$ cat config.mk
export PLATFORM = sky130hd
export DESIGN_NAME = dsp_mac_sequencer
export DESIGN_NICKNAME = d
export VERILOG_FILES = /design/src/rtl/dsp_mac_sequencer.sv
export SDC_FILE = /design/constraint.sdc
export NUM_CORES = 1
export LEC_CHECK = 0
export ABC_CLOCK_PERIOD_IN_PS = 2500
export BUFFER_PORTS_ARGS = -buffer_cell sky130_fd_sc_hd__buf_2
export CORE_UTILIZATION = 45
export CTS_CLUSTER_SIZE = 14
export DETAILED_ROUTE_END_ITERATION = 6
export PLACE_DENSITY = 0.82
export SLEW_MARGIN = 40
export SYNTH_ARGS = -nofsm -noshare
export SYNTH_HDL_FRONTEND = slang
export SYNTH_SLANG_ARGS = --single-unit
export TNS_END_PERCENT = 30
$ cat constraint.sdc
create_clock -name clk -period 2.5 [get_ports clk]
set_input_delay 0.25 -clock clk [delete_from_list [all_inputs] [get_ports clk]]
set_output_delay 0.25 -clock clk [all_outputs]
set_load 0.005 [all_outputs]
$ cat src/rtl/dsp_mac_sequencer.sv
// dsp_mac_sequencer: drives one DSP48A1 slice as a multiply-accumulate engine.
// Takes a job (length N, add/subtract), streams N operand pairs into the slice,
// times OPMODE/CEP against the slice pipeline latency LAT, and returns the
// 48-bit accumulated P on a result handshake.
// Optional feature: define DSP_SEQ_OVF_EN to build the sticky carry-out
// overflow flag; when undefined res_ovf is tied low.
//
// state   | meaning
// --------+-----------------------------------------------------------
// S_IDLE  | waiting for a job, job_ready high
// S_RUN   | accepting operand pairs until the remaining count hits zero
// S_DRAIN | waiting for in-flight beats to land in P, then capturing P
// S_DONE  | result held on res_data until res_ready
module dsp_mac_sequencer #(
  parameter int LAT   = 4,
  parameter int LEN_W = 10
) (
  input  logic             clk,
  input  logic             rst_n,
  input  logic             job_valid,
  output logic             job_ready,
  input  logic [LEN_W-1:0] job_len,
  input  logic             job_sub,
  input  logic             op_valid,
  output logic             op_ready,
  input  logic [17:0]      op_a,
  input  logic [17:0]      op_b,
  output logic [17:0]      dsp_a,
  output logic [17:0]      dsp_b,
  output logic             dsp_cea,
  output logic             dsp_ceb,
  output logic             dsp_cem,
  output logic             dsp_cep,
  output logic             dsp_rstp,
  output logic [7:0]       dsp_opmode,
  input  logic [47:0]      dsp_p,
  input  logic             dsp_carryout,
  output logic             res_valid,
  input  logic             res_ready,
  output logic [47:0]      res_data,
  output logic             res_ovf
);

  // Beats take LAT-1 cycles from issue to the cycle that drives their OPMODE/CEP.
  localparam int PD = LAT - 1;

  typedef enum logic [1:0] {S_IDLE, S_RUN, S_DRAIN, S_DONE} state_t;

  state_t           state;
  logic [LEN_W-1:0] remaining;
  logic             sub_q;
  logic             first_pending;
  logic             drain_armed;
  logic [PD-1:0]    pipe_vld;
  logic [PD-1:0]    pipe_first;
  logic             op_fire;
  logic             job_fire;
  logic             out_vld;
  logic             out_first;

  assign job_ready = (state == S_IDLE);
  assign op_ready  = (state == S_RUN) && (remaining != '0);
  assign res_valid = (state == S_DONE);
  assign op_fire   = op_valid & op_ready;
  assign job_fire  = job_valid & job_ready;
  assign out_vld   = pipe_vld[PD-1];
  assign out_first = pipe_first[PD-1];

  // Sequencer FSM, operand issue stage and control pipe with registered slice controls.
  always_ff @(posedge clk or negedge rst_n) begin
    if (!rst_n) begin
      state         <= S_IDLE;
      remaining     <= '0;
      sub_q         <= 1'b0;
      first_pending <= 1'b0;
      drain_armed   <= 1'b0;
      pipe_vld      <= '0;
      pipe_first    <= '0;
      dsp_a         <= '0;
      dsp_b         <= '0;
      dsp_cea       <= 1'b0;
      dsp_ceb       <= 1'b0;
      dsp_cem       <= 1'b0;
      dsp_cep       <= 1'b0;
      dsp_rstp      <= 1'b1;
      dsp_opmode    <= 8'b0000_0000;
      res_data      <= '0;
    end else begin
      dsp_rstp <= 1'b0;
      dsp_cea  <= op_fire;
      dsp_ceb  <= op_fire;
      dsp_cem  <= op_fire;
      if (op_fire) begin
        dsp_a <= op_a;
        dsp_b <= op_b;
      end

      pipe_vld   <= PD'({pipe_vld, op_fire});
      pipe_first <= PD'({pipe_first, op_fire & first_pending});

      // First beat loads P = M, later beats accumulate onto P, bubbles hold P.
      dsp_cep <= out_vld;
      if (out_vld)
        dsp_opmode <= {sub_q, 3'b000, (out_first ? 4'b0001 : 4'b1001)};
      else
        dsp_opmode <= 8'b0000_1000;

      case (state)
        S_IDLE: begin
          if (job_fire) begin
            remaining     <= job_len;
            sub_q         <= job_sub;
            dsp_rstp      <= 1'b1;
            first_pending <= 1'b1;
            drain_armed   <= 1'b0;
            if (job_len == '0) begin
              res_data <= '0;
              state    <= S_DONE;
            end else begin
              state <= S_RUN;
            end
          end
        end
        S_RUN: begin
          if (op_fire) begin
            remaining     <= remaining - LEN_W'(1);
            first_pending <= 1'b0;
            if (remaining == LEN_W'(1))
              state <= S_DRAIN;
          end
        end
        S_DRAIN: begin
          // P reflects the last beat one cycle after the pipe has emptied.
          if (drain_armed) begin
            res_data    <= dsp_p;
            drain_armed <= 1'b0;
            state       <= S_DONE;
          end else if (pipe_vld == '0) begin
            drain_armed <= 1'b1;
          end
        end
        S_DONE: begin
          if (res_ready)
            state <= S_IDLE;
        end
        default: state <= S_IDLE;
      endcase
    end
  end

`ifdef DSP_SEQ_OVF_EN
  logic ovf_chk;
  logic ovf_q;

  // Sticky carry-out: sampled the cycle after each accumulating (non-first) beat.
  always_ff @(posedge clk or negedge rst_n) begin
    if (!rst_n) begin
      ovf_chk <= 1'b0;
      ovf_q   <= 1'b0;
    end else begin
      ovf_chk <= out_vld & ~out_first;
      if (job_fire)
        ovf_q <= 1'b0;
      else if (ovf_chk)
        ovf_q <= ovf_q | dsp_carryout;
    end
  end

  assign res_ovf = ovf_q;
`else
  logic unused_carryout;

  assign unused_carryout = dsp_carryout;
  assign res_ovf         = 1'b0;
`endif

endmodule

==> results.sh <==
export IMPL_initial_core_util_pct=46.5
export IMPL_clock_sinks=109
export IMPL_min_from="dsp_p[37]"
export IMPL_crit_path_end_kind="register"
export IMPL_worst_pin_slew_ps=607
export IMPL_antenna_found_initial=0
export IMPL_p_sw_share_pct=36.2
export IMPL_met3_usage_pct=4.34
export IMPL_hold_class="in -> reg"
export IMPL_cts_htree_levels=3
export IMPL_avgSynthCellArea_sq_um=13.5
export IMPL_path_clk_slew_ps=90
export IMPL_crit_arrival_ps=2480
export IMPL_synth_top_cell_by_area="dfrtp_1"
export IMPL_place_congestion=0.865
export IMPL_async_flop_share_pct=100
export IMPL_power_switching_mw=2.76
export IMPL_rsz0062_at_grt="no"
export IMPL_die_area_sq_um=10600
export IMPL_synth_yosys_warnings=0
export IMPL_drtPass1Iterations=4
export IMPL_overflow=0
export IMPL_drive_above_1_share_pct=50.2
export IMPL_io_pins=202
export IMPL_final_common_cell="buf_2"
export IMPL_setup_violations=0
export IMPL_min_period_over_period_pct=89.9
export IMPL_final_cell_mix="buf_2 (193), dfrtp_1 (108), a22o_1 (48), mux2_2 (39), clkbuf_8 (12)"
export IMPL_drcViolationCount=0
export IMPL_die_y_um=103
export IMPL_cts_resized=0
export IMPL_cts_made_buffers=9
export IMPL_startpoint="state[0]"
export IMPL_clock_latency_ps=350
export IMPL_criticalPathCategory="reg -> reg"
export IMPL_cap_violations=0
export IMPL_grt_pass1_wl_um=16000
export IMPL_nets=633
export IMPL_cts_tree="done"
export IMPL_slew_limit_headroom_pct=59.5
export IMPL_grt_pass1_vias=3394
export IMPL_routed_wl_um=10900
export IMPL_chipWidth_um=103
export IMPL_io_buffer_count=194
export IMPL_p_clk_share_pct=13.1
export IMPL_fill_cells=814
export IMPL_vias=3606
export IMPL_yosysSeqAreaShare_pct=59.7
export IMPL_post_cts_buffers=0
export IMPL_synth_edf_count=0
export IMPL_share_seq_of_total_power_pct=41.3
export IMPL_rr_startpoint="state[0]"
export IMPL_timing_clock_skew_ps=9.44
export IMPL_place_area_sq_um=5670
export IMPL_hpwl_um=7820
export IMPL_period_minus_slack_ps=2250
export IMPL_gr_usage_met2_pct=34.3
export IMPL_worstPathMaxFanout=11
export IMPL_rows=36
export IMPL_p_leak_nw=2.97
export IMPL_synthCells=339
export IMPL_drtIter0Drc=132
export IMPL_required_ps=2730
export IMPL_hold_viol_final=0
export IMPL_ir_drop_mv=0.620
export IMPL_power_per_cell_area_nw_per_um2=1300
export IMPL_fmax_mhz=445
export IMPL_grt_max_degree=61
export IMPL_vias_per_cell=5.44
export IMPL_grtUsageTotal_pct=19.9
export IMPL_internal_power_mw=4.87
export IMPL_syn_cell_area_sq_um=4570
export IMPL_met1_usage_pct=23.6
export IMPL_cts_buffer_depth=2
export IMPL_syn2layout_area_growth_pct=28.5
export IMPL_status="complete, no violations"
export IMPL_tns_ps=0
export IMPL_synthFlopType="dfrtp_1"
export IMPL_synth_seq_cells=109
export IMPL_post_place_ws_ps=299
export IMPL_clockRootBuffer="clkbuf_8"
export IMPL_fp_coreArea_sq_um=9820
export IMPL_grt_busiest_layer="met2"
export IMPL_synthTopCellsByArea="dfrtp_1 (59%), mux2_2 (9.6%), a22o_1 (9.2%)"
export IMPL_avgRoutedWirePerCell_um=16.4
export IMPL_layout_setup_ws_ps=254
export IMPL_stdcell_area_sq_um=5870
export IMPL_synth_top_cell_area_share_pct=59.1
export IMPL_drt_antenna_violating_nets=0
export IMPL_power_total_mw=7.62
export IMPL_p_comb_share_pct=45.6
export IMPL_diodes=0
export IMPL_synth_distinct_cells=44
export IMPL_crit_path_start_kind="register"
export IMPL_slew_violations=0
state kept, by name (all words and copies together) (netlist names):
name           flops
drain_armed        1
state              2
pipe_first         3
pipe_vld           3
sub_q              1
res_data          48
remaining         10
dsp_b             18
dsp_rstp           1
dsp_a             18
first_pending      1
dsp_opmode         3
critical path, cell delays in order, from the launching register on:
cell      delay (ps)
dfrtp_1          420
inv_1            110
ha_1             430
nor2b_1          570
a21oi_1          170
a311oi_1         340
a311oi_1          80
per-layer routing:
layer,up-vias,routed length [um]
met3,12,895
met4,0,151
met1,1794,4410
li1,1625,-
met2,175,5390
met5,-,0
metrics by stage:
stage                     utilization (%)  hold slack [ps]  instances
after floorplan                         -            -45.6        344
after global placement               57.7              341        646
after detailed placement             57.7              336        646
after CTS                            59.8             90.7        663
after global routing                 59.8             96.1        663
final                                59.8              115        663
power by group through the flow:
stage	registers [mW]	logic, mW	clock network, mW
floorplan	3.12	2.15	0
global placement	3.12	3.34	0
detailed placement	3.17	3.47	0
CTS	3.14	3.51	1.04
global route	3.27	3.84	1.09
finish	3.15	3.48	1.00
repair_timing:
| action | CTS | global route |
|---|---|---|
| hold endpoints to repair | 57 | 0 |
| hold buffers | 1 | 0 |
| setup endpoints to repair | 0 | 0 |
cell type report:
| type | count | area, sq um | share of cell area, % |
|---|---|---|---|
| tap | 133 | 166 | 2.83 |
| sequential | 109 | 2730 | 46.5 |
| inverter | 8 | 30.0 | 0.511 |
| clock inverter | 3 | 18.8 | 0.320 |
| multi-input combinational | 193 | 1650 | 28.2 |
| timing repair buffer | 204 | 1100 | 18.8 |
| clock buffer | 13 | 169 | 2.88 |
cells in the mapped netlist (2+ instances only):
master,instances
a21o_1,2
a21oi_1,3
a22o_1,48
a22oi_1,2
a311oi_1,7
a31oi_1,6
and2_1,3
and3_1,2
buf_2,8
buf_4,10
buf_6,4
clkbuf_1,12
dfrtp_1,108
ha_1,7
inv_1,7
mux2_2,39
mux2i_1,7
nand2_1,7
nand2b_1,2
nand3_1,4
nand4_1,2
nor2_1,7
nor2b_1,2
nor3_1,6
nor4_1,2
nor4_2,2
o21ai_0,3
o221ai_1,2
o22a_1,3
o22ai_1,3
o41ai_1,2
or4_1,4
or4_4,2
logic make-up (layout without fill, tap and decap cells):
logic type,after synthesis,count (layout),share of synthesized area (%)
AOI/OAI and AO/OA,85,85,15.3
adders and majority gates,7,7,1.92
buffers and inverters,42,228,5.15
DFF,109,109,59.7
muxes,46,46,11.1
other,1,6,0.0821
and+or+nand+nor,49,49,6.74
final timing paths:
check	cells after the start	slack (ps)	end
setup / recovery	6	250	remaining[8]
hold / removal	2	110	res_data[37]
setup reg to reg	6	250	remaining[8]
hold reg to reg	0	360	pipe_first[2]
max in group asynchronous	3	1420	dsp_rstp
min in group asynchronous	2	430	res_data[37]
(Power assumes the default switching activity.)
